==> src/rtl/branch_redirect_ctrl_pkg.sv <==
// -----------------------------------------------------------------------------
// branch_redirect_ctrl_pkg
//   Shared definitions for the branch redirect controller.
//   - state_t          : controller FSM state encoding
//   - PC_W_DEF         : default PC / redirect address width
//   - DRAIN_CYCLES_DEF : default number of unstalled drain cycles after halt
//   - CNT_W            : width of the drain counter
// -----------------------------------------------------------------------------
package branch_redirect_ctrl_pkg;

    typedef enum logic [1:0] {
        ST_RUN    = 2'd0,
        ST_SQUASH = 2'd1,
        ST_DRAIN  = 2'd2,
        ST_HALTED = 2'd3
    } state_t;

    localparam int PC_W_DEF         = 32;
    localparam int DRAIN_CYCLES_DEF = 3;
    localparam int CNT_W            = 4;

endpackage

==> src/rtl/branch_redirect_ctrl.sv <==
// -----------------------------------------------------------------------------
// branch_redirect_ctrl
//   Turns a taken branch / halt from the branch lane EX stage into a one-cycle
//   PC redirect strobe plus decode squash, and sequences the halt drain.
//
// Parameters
//   PC_W          PC and redirect address width
//   DRAIN_CYCLES  unstalled cycles allowed for the pipeline to drain (1..15)
//
// Ports
//   clk, rst            clock, synchronous active-high reset
//   stall               pipeline stall; only the pending-redirect capture
//                       advances while it is high
//   branch_taken        EX resolved a taken branch/jump, target on new_pc
//   new_pc              branch target
//   dont_squash_dec     decode-stage instruction survives this redirect
//   dont_squash_exec    EX shadow instruction survives this redirect
//   halt_proc           EX executed halt
//   redirect_valid      one-cycle PC load strobe
//   redirect_pc         PC load value; holds its last value between strobes
//   branch_squash       one-cycle decode squash to all lanes
//   dont_squash_dec_in  qualifier for branch_squash
//   fetch_en            PC increment / fetch enable
//   halted              sticky halted flag
//
// Strobe semantics: redirect_valid is a pure one-cycle pulse with no
// back-pressure; redirect_pc, branch_squash and dont_squash_dec_in are only
// meaningful in the cycle redirect_valid is high. Two strobes are never issued
// in consecutive cycles: a branch accepted while a strobe is already being
// driven (the shadow branch in SQUASH) is parked in the pending buffer and
// issued on the following cycle.
//
// The FSM state is visible as the internal signal `state` for debug/checkers.
// -----------------------------------------------------------------------------
module branch_redirect_ctrl
    import branch_redirect_ctrl_pkg::*;
#(
    parameter int PC_W         = PC_W_DEF,
    parameter int DRAIN_CYCLES = DRAIN_CYCLES_DEF
) (
    input  logic            clk,
    input  logic            rst,
    input  logic            stall,
    input  logic            branch_taken,
    input  logic [PC_W-1:0] new_pc,
    input  logic            dont_squash_dec,
    input  logic            dont_squash_exec,
    input  logic            halt_proc,
    output logic            redirect_valid,
    output logic [PC_W-1:0] redirect_pc,
    output logic            branch_squash,
    output logic            dont_squash_dec_in,
    output logic            fetch_en,
    output logic            halted
);

    localparam logic [CNT_W-1:0] DRAIN_LOAD = CNT_W'(DRAIN_CYCLES - 1);

    state_t            state;
    logic              pend_v;
    logic [PC_W-1:0]   pend_pc;
    logic              pend_dsd;
    logic              pend_dse;
    logic              dse_q;       // dont_squash_exec of the redirect in flight
    logic [CNT_W-1:0]  cnt;

    logic active;
    logic halt_go;
    logic br_accept;
    logic issue_pend;
    logic issue_new;
    logic capture;

    always_comb begin
        active    = (state == ST_RUN) || (state == ST_SQUASH);
        halt_go   = active && halt_proc && !stall;
        // In SQUASH the EX instruction is the shadow of the redirect; its
        // branch only counts if that redirect said the shadow survives.
        br_accept = branch_taken && !pend_v &&
                    ((state == ST_RUN) || ((state == ST_SQUASH) && dse_q));
        issue_pend = active && pend_v && !stall && !redirect_valid && !halt_go;
        issue_new  = active && br_accept && !stall && !redirect_valid && !halt_go;
        capture    = active && br_accept && (stall || redirect_valid) && !halt_go;
    end

    always_ff @(posedge clk) begin
        if (rst) begin
            state              <= ST_RUN;
            pend_v             <= 1'b0;
            pend_pc            <= '0;
            pend_dsd           <= 1'b0;
            pend_dse           <= 1'b0;
            dse_q              <= 1'b0;
            cnt                <= '0;
            redirect_valid     <= 1'b0;
            redirect_pc        <= '0;
            branch_squash      <= 1'b0;
            dont_squash_dec_in <= 1'b0;
            fetch_en           <= 1'b1;
            halted             <= 1'b0;
        end else begin
            redirect_valid     <= 1'b0;
            branch_squash      <= 1'b0;
            dont_squash_dec_in <= 1'b0;

            case (state)
                ST_RUN, ST_SQUASH: begin
                    if (halt_go) begin
                        // Halt wins over any branch; the pending redirect is dropped.
                        state    <= ST_DRAIN;
                        cnt      <= DRAIN_LOAD;
                        fetch_en <= 1'b0;
                        pend_v   <= 1'b0;
                    end else if (issue_pend) begin
                        redirect_valid     <= 1'b1;
                        redirect_pc        <= pend_pc;
                        branch_squash      <= 1'b1;
                        dont_squash_dec_in <= pend_dsd;
                        dse_q              <= pend_dse;
                        pend_v             <= 1'b0;
                        state              <= ST_SQUASH;
                    end else if (issue_new) begin
                        redirect_valid     <= 1'b1;
                        redirect_pc        <= new_pc;
                        branch_squash      <= 1'b1;
                        dont_squash_dec_in <= dont_squash_dec;
                        dse_q              <= dont_squash_exec;
                        state              <= ST_SQUASH;
                    end else begin
                        if (capture) begin
                            pend_v   <= 1'b1;
                            pend_pc  <= new_pc;
                            pend_dsd <= dont_squash_dec;
                            pend_dse <= dont_squash_exec;
                        end
                        // SQUASH consumes exactly one unstalled cycle.
                        if ((state == ST_SQUASH) && !stall) begin
                            state <= ST_RUN;
                        end
                    end
                end

                ST_DRAIN: begin
                    if (!stall) begin
                        if (cnt == '0) begin
                            state  <= ST_HALTED;
                            halted <= 1'b1;
                        end else begin
                            cnt <= cnt - 1'b1;
                        end
                    end
                end

                default: begin
                    // HALTED: everything ignored until reset.
                end
            endcase
        end
    end

endmodule

==> config.mk <==
export PLATFORM = sky130hd
export DESIGN_NAME = branch_redirect_ctrl
export DESIGN_NICKNAME = d
export VERILOG_FILES = /design/src/rtl/branch_redirect_ctrl_pkg.sv /design/src/rtl/branch_redirect_ctrl.sv
export SDC_FILE = /design/constraint.sdc
export NUM_CORES = 1
export LEC_CHECK = 0
export CORE_ASPECT_RATIO = 0.6
export CORE_MARGIN = 2
export CORE_UTILIZATION = 30
export CTS_BUF_LIST = sky130_fd_sc_hd__clkbuf_2
export DETAILED_ROUTE_END_ITERATION = 6
export DONT_BUFFER_PORTS = 1
export PLACE_DENSITY_LB_ADDON = 0.1
export SETUP_SLACK_MARGIN = 0.1
export SLEW_MARGIN = 20
export SYNTH_ARGS = -nofsm -noshare
export SYNTH_HDL_FRONTEND = slang
export SYNTH_SLANG_ARGS = --single-unit
==> constraint.sdc <==
create_clock -name clk -period 4.44 [get_ports clk]
set_input_delay 0.888 -clock clk [delete_from_list [all_inputs] [get_ports clk]]
set_output_delay 0.888 -clock clk [all_outputs]
set_load 0.02 [all_outputs]
==> results.env <==
DIEHEIGHT_UM=89.5
INITIAL_ANTENNA_VIOLATION_COUNT=0
SYNTH_SEQ_CELLS=78
CP.BUFFERS_INVERTERS=1
SEQUENTIAL_STANDARD_CELL_AREA_UM2=1560
HTREEDEPTH=3
TOTAL_LEAKAGE_POWER_uW=0.00140
TOTALWIRELENGTH_UM=8500
STD_CELL_ROWS=31
ARRIVAL_PS=2960
STARTING_DENSITY=0.305
COMBINED_AREA_OF_THE_MULTI_INPUT_LOGIC_CELLS_UM2=1810
IOS=76
DETAIL_ROUTE.VIAS_PER_CELL=4.57
WORSTMARGINPINSLEW_PS=774
SKEW_PS=19.9
GRT_PASS1_WL_UM=13800
PWR_DENSITY_CELL_nW_PER_UM2=353
FINAL_AREA_UM2=3890
SEQ_AREA_FRAC_SYNTH=0.427
GRT.TOTAL_USAGE=0.138
WORST_PATH_LARGEST_CELL_DELAY_PS=700
GPL.FINAL_WEIGHTED_CONGESTION=0.729
WORSTREG2REGSTART='branch_squash'
FINALHOLDVIOLATIONS=0
WORST-SETUP-PATH-TYPE='flop to flop'
DRC_VIOLATION_COUNT_AFTER_ROUTING=0
CTS_ROOT_CELL='sky130_fd_sc_hd__clkbuf_2'
MIN_PERIOD_PS=2560
NETLIST_INSTANCES=395
CRIT_PATH_END_KIND='flop'
ROUTE.VIAS.TOTAL=2522
CTS.HOLD.BUFFERS_ADDED=0
AREA.GROWTH.SYNTH_TO_FINAL_PCT=6.50
POWER.SWITCHING_uW=379
BUFFER_PORTS.INSERTED=0
POWER.TOTAL_uW=1380
REQUIRED_PS=4840
GLOBALROUTEOVERFLOWTOTAL=0
GRT_PASS1_VIAS=2563
HPWL_UM=5360
SYNTHESIS.AREA_PER_INSTANCE_UM2=9.26
IR_DROP_V=0.000116
CTS_RESIZED=0
CTS_BUFFER_DEPTH=2
POST_DP_CELL_AREA_UM2=3760
R2R_CELLS=5
LAYOUT.CELLS.MOST_COMMON='sky130_fd_sc_hd__dfxtp_1'
GRT_MAX_DEGREE=111
WORSTSETUPSTARTPOINT='branch_squash'
SHARE_COMB_OF_TOTAL_POWER=0.104
SLEW_VIOLATIONS=0
FIN_UTIL=0.325
MAX_FREQ_MHz=391
WORST-R2R-SETUP-SLACK_PS=1880
FINAL_CELL_MIX='sky130_fd_sc_hd__dfxtp_1 (78), sky130_fd_sc_hd__nand2b_1 (71), sky130_fd_sc_hd__nor2_1 (70), sky130_fd_sc_hd__inv_1 (40), sky130_fd_sc_hd__mux2i_1 (35)'
GRT_SETUP_UNREPAIRED='no'
FIRSTDRTPASSITERS=4
SYNTHESIS.YOSYS.WARNINGS=0
NUM-NETS-FINAL=423
MIN-DELAY-PATH-CLASS='input port to flop'
TIMING.CRITICAL_PATH.FROM_TYPE='flop'
CTS.REPORTEDPATHS.CLKPINSLEW_PS=210
R2R_END='redirect_pc[28]'
SWSHARE=0.276
STATUS='completed'
FINAL_SETUP_VIOLATIONS=0
CORE_UM2=12000
POST_ROUTE_CELLS_DRIVE_ABOVE_1_SHARE=0.129
CTS_SINKS=78
POWER.INTERNAL_uW=997
NETLIST_AREA_BEFORE_PLACEMENT_UM2=3660
SYNTH_LARGEST_TYPE_AREA_FRACTION=0.427
SYNTH_AREA_LEADERS='sky130_fd_sc_hd__dfxtp_1 (43%), sky130_fd_sc_hd__nand2b_1 (12%), sky130_fd_sc_hd__a2111oi_2 (11%)'
DESIGN.DIE.AREA_UM2=13100
CLK_PWR_SHARE=0.315
PWR-SHARE-SEQ=0.581
COUNT_OF_CELL_TYPES_IN_THE_NETLIST=33
WHS_ENDPOINT='redirect_pc[4]'
DETAIL_ROUTE.ITER0.VIOLATIONS=113
ANTENNA_VIOLATING_NETS_POST_ROUTE=0
CRITICAL-PATH-SLOWEST-CELL='sky130_fd_sc_hd__nand4b_1'
HOLD-PATH-CELL-COUNT=1
SYN_NETS=436
HOLD_PATH.STARTPOINT='rst'
TIMING.FINAL.CRIT_SHARE=0.576
WL_PER_CELL_UM=15.4
CP_CELL_SEQUENCE='nor4_4, nand4b_1, buf_4, nor2_1, a2111oi_2'
CAP_VIOL_MAX_COUNT=0
ANTENNA_CELLS=0
N_FILL_CELL=1248
SYNTH_TOP_AREA_CELL='sky130_fd_sc_hd__dfxtp_1'
TOTALNEGATIVESETUPSLACK_PS=0
TRITONCTS_CLOCK_TREE='built'
CPLARGESTDELAYFAMILY='simple AND/OR/NAND/NOR gates'
CLOCK_BUFFERS_CREATED_BY_TRITONCTS=9
POSTCTSSETUPREPAIRBUFS=0
CLK-INSERTION-DELAY-LATE_PS=520
CHIPWIDTH_UM=147
WORST_SLEW_MARGIN_REL=0.481
WORSTPATHMAXFANOUT=17
-- synthesized netlist by cell type --
library cell	count
sky130_fd_sc_hd__o311ai_0	1
sky130_fd_sc_hd__mux2i_1	35
sky130_fd_sc_hd__a2111oi_0	5
sky130_fd_sc_hd__ha_1	2
sky130_fd_sc_hd__a21o_1	2
sky130_fd_sc_hd__a31oi_1	1
sky130_fd_sc_hd__inv_1	40
sky130_fd_sc_hd__o31ai_1	2
sky130_fd_sc_hd__o21ai_2	1
sky130_fd_sc_hd__nand4b_1	2
sky130_fd_sc_hd__nor2_1	70
sky130_fd_sc_hd__buf_6	4
sky130_fd_sc_hd__nand2_1	5
sky130_fd_sc_hd__clkbuf_1	16
sky130_fd_sc_hd__buf_2	6
sky130_fd_sc_hd__o211ai_1	2
sky130_fd_sc_hd__nand2b_1	71
sky130_fd_sc_hd__buf_4	1
sky130_fd_sc_hd__or4_1	2
sky130_fd_sc_hd__nor3_1	2
sky130_fd_sc_hd__a211oi_1	2
sky130_fd_sc_hd__buf_1	1
sky130_fd_sc_hd__o21ai_0	1
sky130_fd_sc_hd__nor4_1	2
sky130_fd_sc_hd__dfxtp_1	78
sky130_fd_sc_hd__nor4_4	1
sky130_fd_sc_hd__nor3b_1	1
sky130_fd_sc_hd__nor4bb_1	1
sky130_fd_sc_hd__a21oi_1	6
sky130_fd_sc_hd__o221a_2	1
sky130_fd_sc_hd__and2_1	3
sky130_fd_sc_hd__a2111oi_2	27
sky130_fd_sc_hd__or3_1	1
-- state kept, by name (all words and copies together), names as in the netlist --
register            cells
cnt                     4
pend_pc                32
dont_squash_dec_in      1
state                   2
dse_q                   1
pend_v                  1
fetch_en                1
pend_dse                1
pend_dsd                1
redirect_pc            32
branch_squash           1
halted                  1
-- metal layers --
| layer | GRT usage | part of all wire |
|---|---|---|
| met5 | 0 | 0 |
| met4 | 0.0397 | 0.010 |
| met3 | 0.0694 | 0.085 |
| met2 | 0.212 | 0.41 |
| met1 | 0.173 | 0.49 |
-- worst max path at each step --
stage,end,slack [ps],depth (start not counted)
2_1_floorplan,redirect_pc[10],2440,4
3_3_place_gp,redirect_pc[17],1580,5
3_5_place_dp,redirect_pc[19],1480,5
4_1_cts,redirect_pc[28],1780,5
5_1_grt,redirect_pc[28],1600,5
6_report,redirect_pc[28],1880,5
-- cells by family after synthesis --
group           share of synthesized area
mux                                0.0958
fa+ha+maj                         0.00684
flops                               0.427
simple gates                        0.231
buf+inv                            0.0811
compound gates                      0.158
-- worst register-to-register path, stage by stage, from the launching register on --
cell and delay (ps):
sky130_fd_sc_hd__dfxtp_1 560, sky130_fd_sc_hd__nor4_4 480, sky130_fd_sc_hd__nand4b_1 700, sky130_fd_sc_hd__buf_4 480
sky130_fd_sc_hd__nor2_1 160, sky130_fd_sc_hd__a2111oi_2 70
-- power groups by stage --
stage	Sequential [uW]	Combinational (uW)	Clock (uW)
6_report	799	144	433
3_5_place_dp	815	146	0
4_1_cts	800	147	464
2_1_floorplan	801	141	0
3_3_place_gp	814	143	0
5_1_grt	807	162	483
-- area by class of cell --
| class | count | share of cell area |
|---|---|---|
| inverters | 40 | 0.0385 |
| flip-flops and latches | 78 | 0.401 |
| well taps | 165 | 0.0530 |
| clock inverters | 7 | 0.0228 |
| multi-input cells | 249 | 0.465 |
| repair buffers | 4 | 0.00771 |
| clock buffers | 9 | 0.0116 |
-- through the flow --
step	worst slack (ps)	cells	hold slack [ps]
CTS	1780	552	328
finish	1880	552	403
global placement	1580	536	454
global route	1600	552	320
detailed placement	1480	536	460
floorplan	2440	395	444
Note: power is estimated with default switching activity, not from simulation.
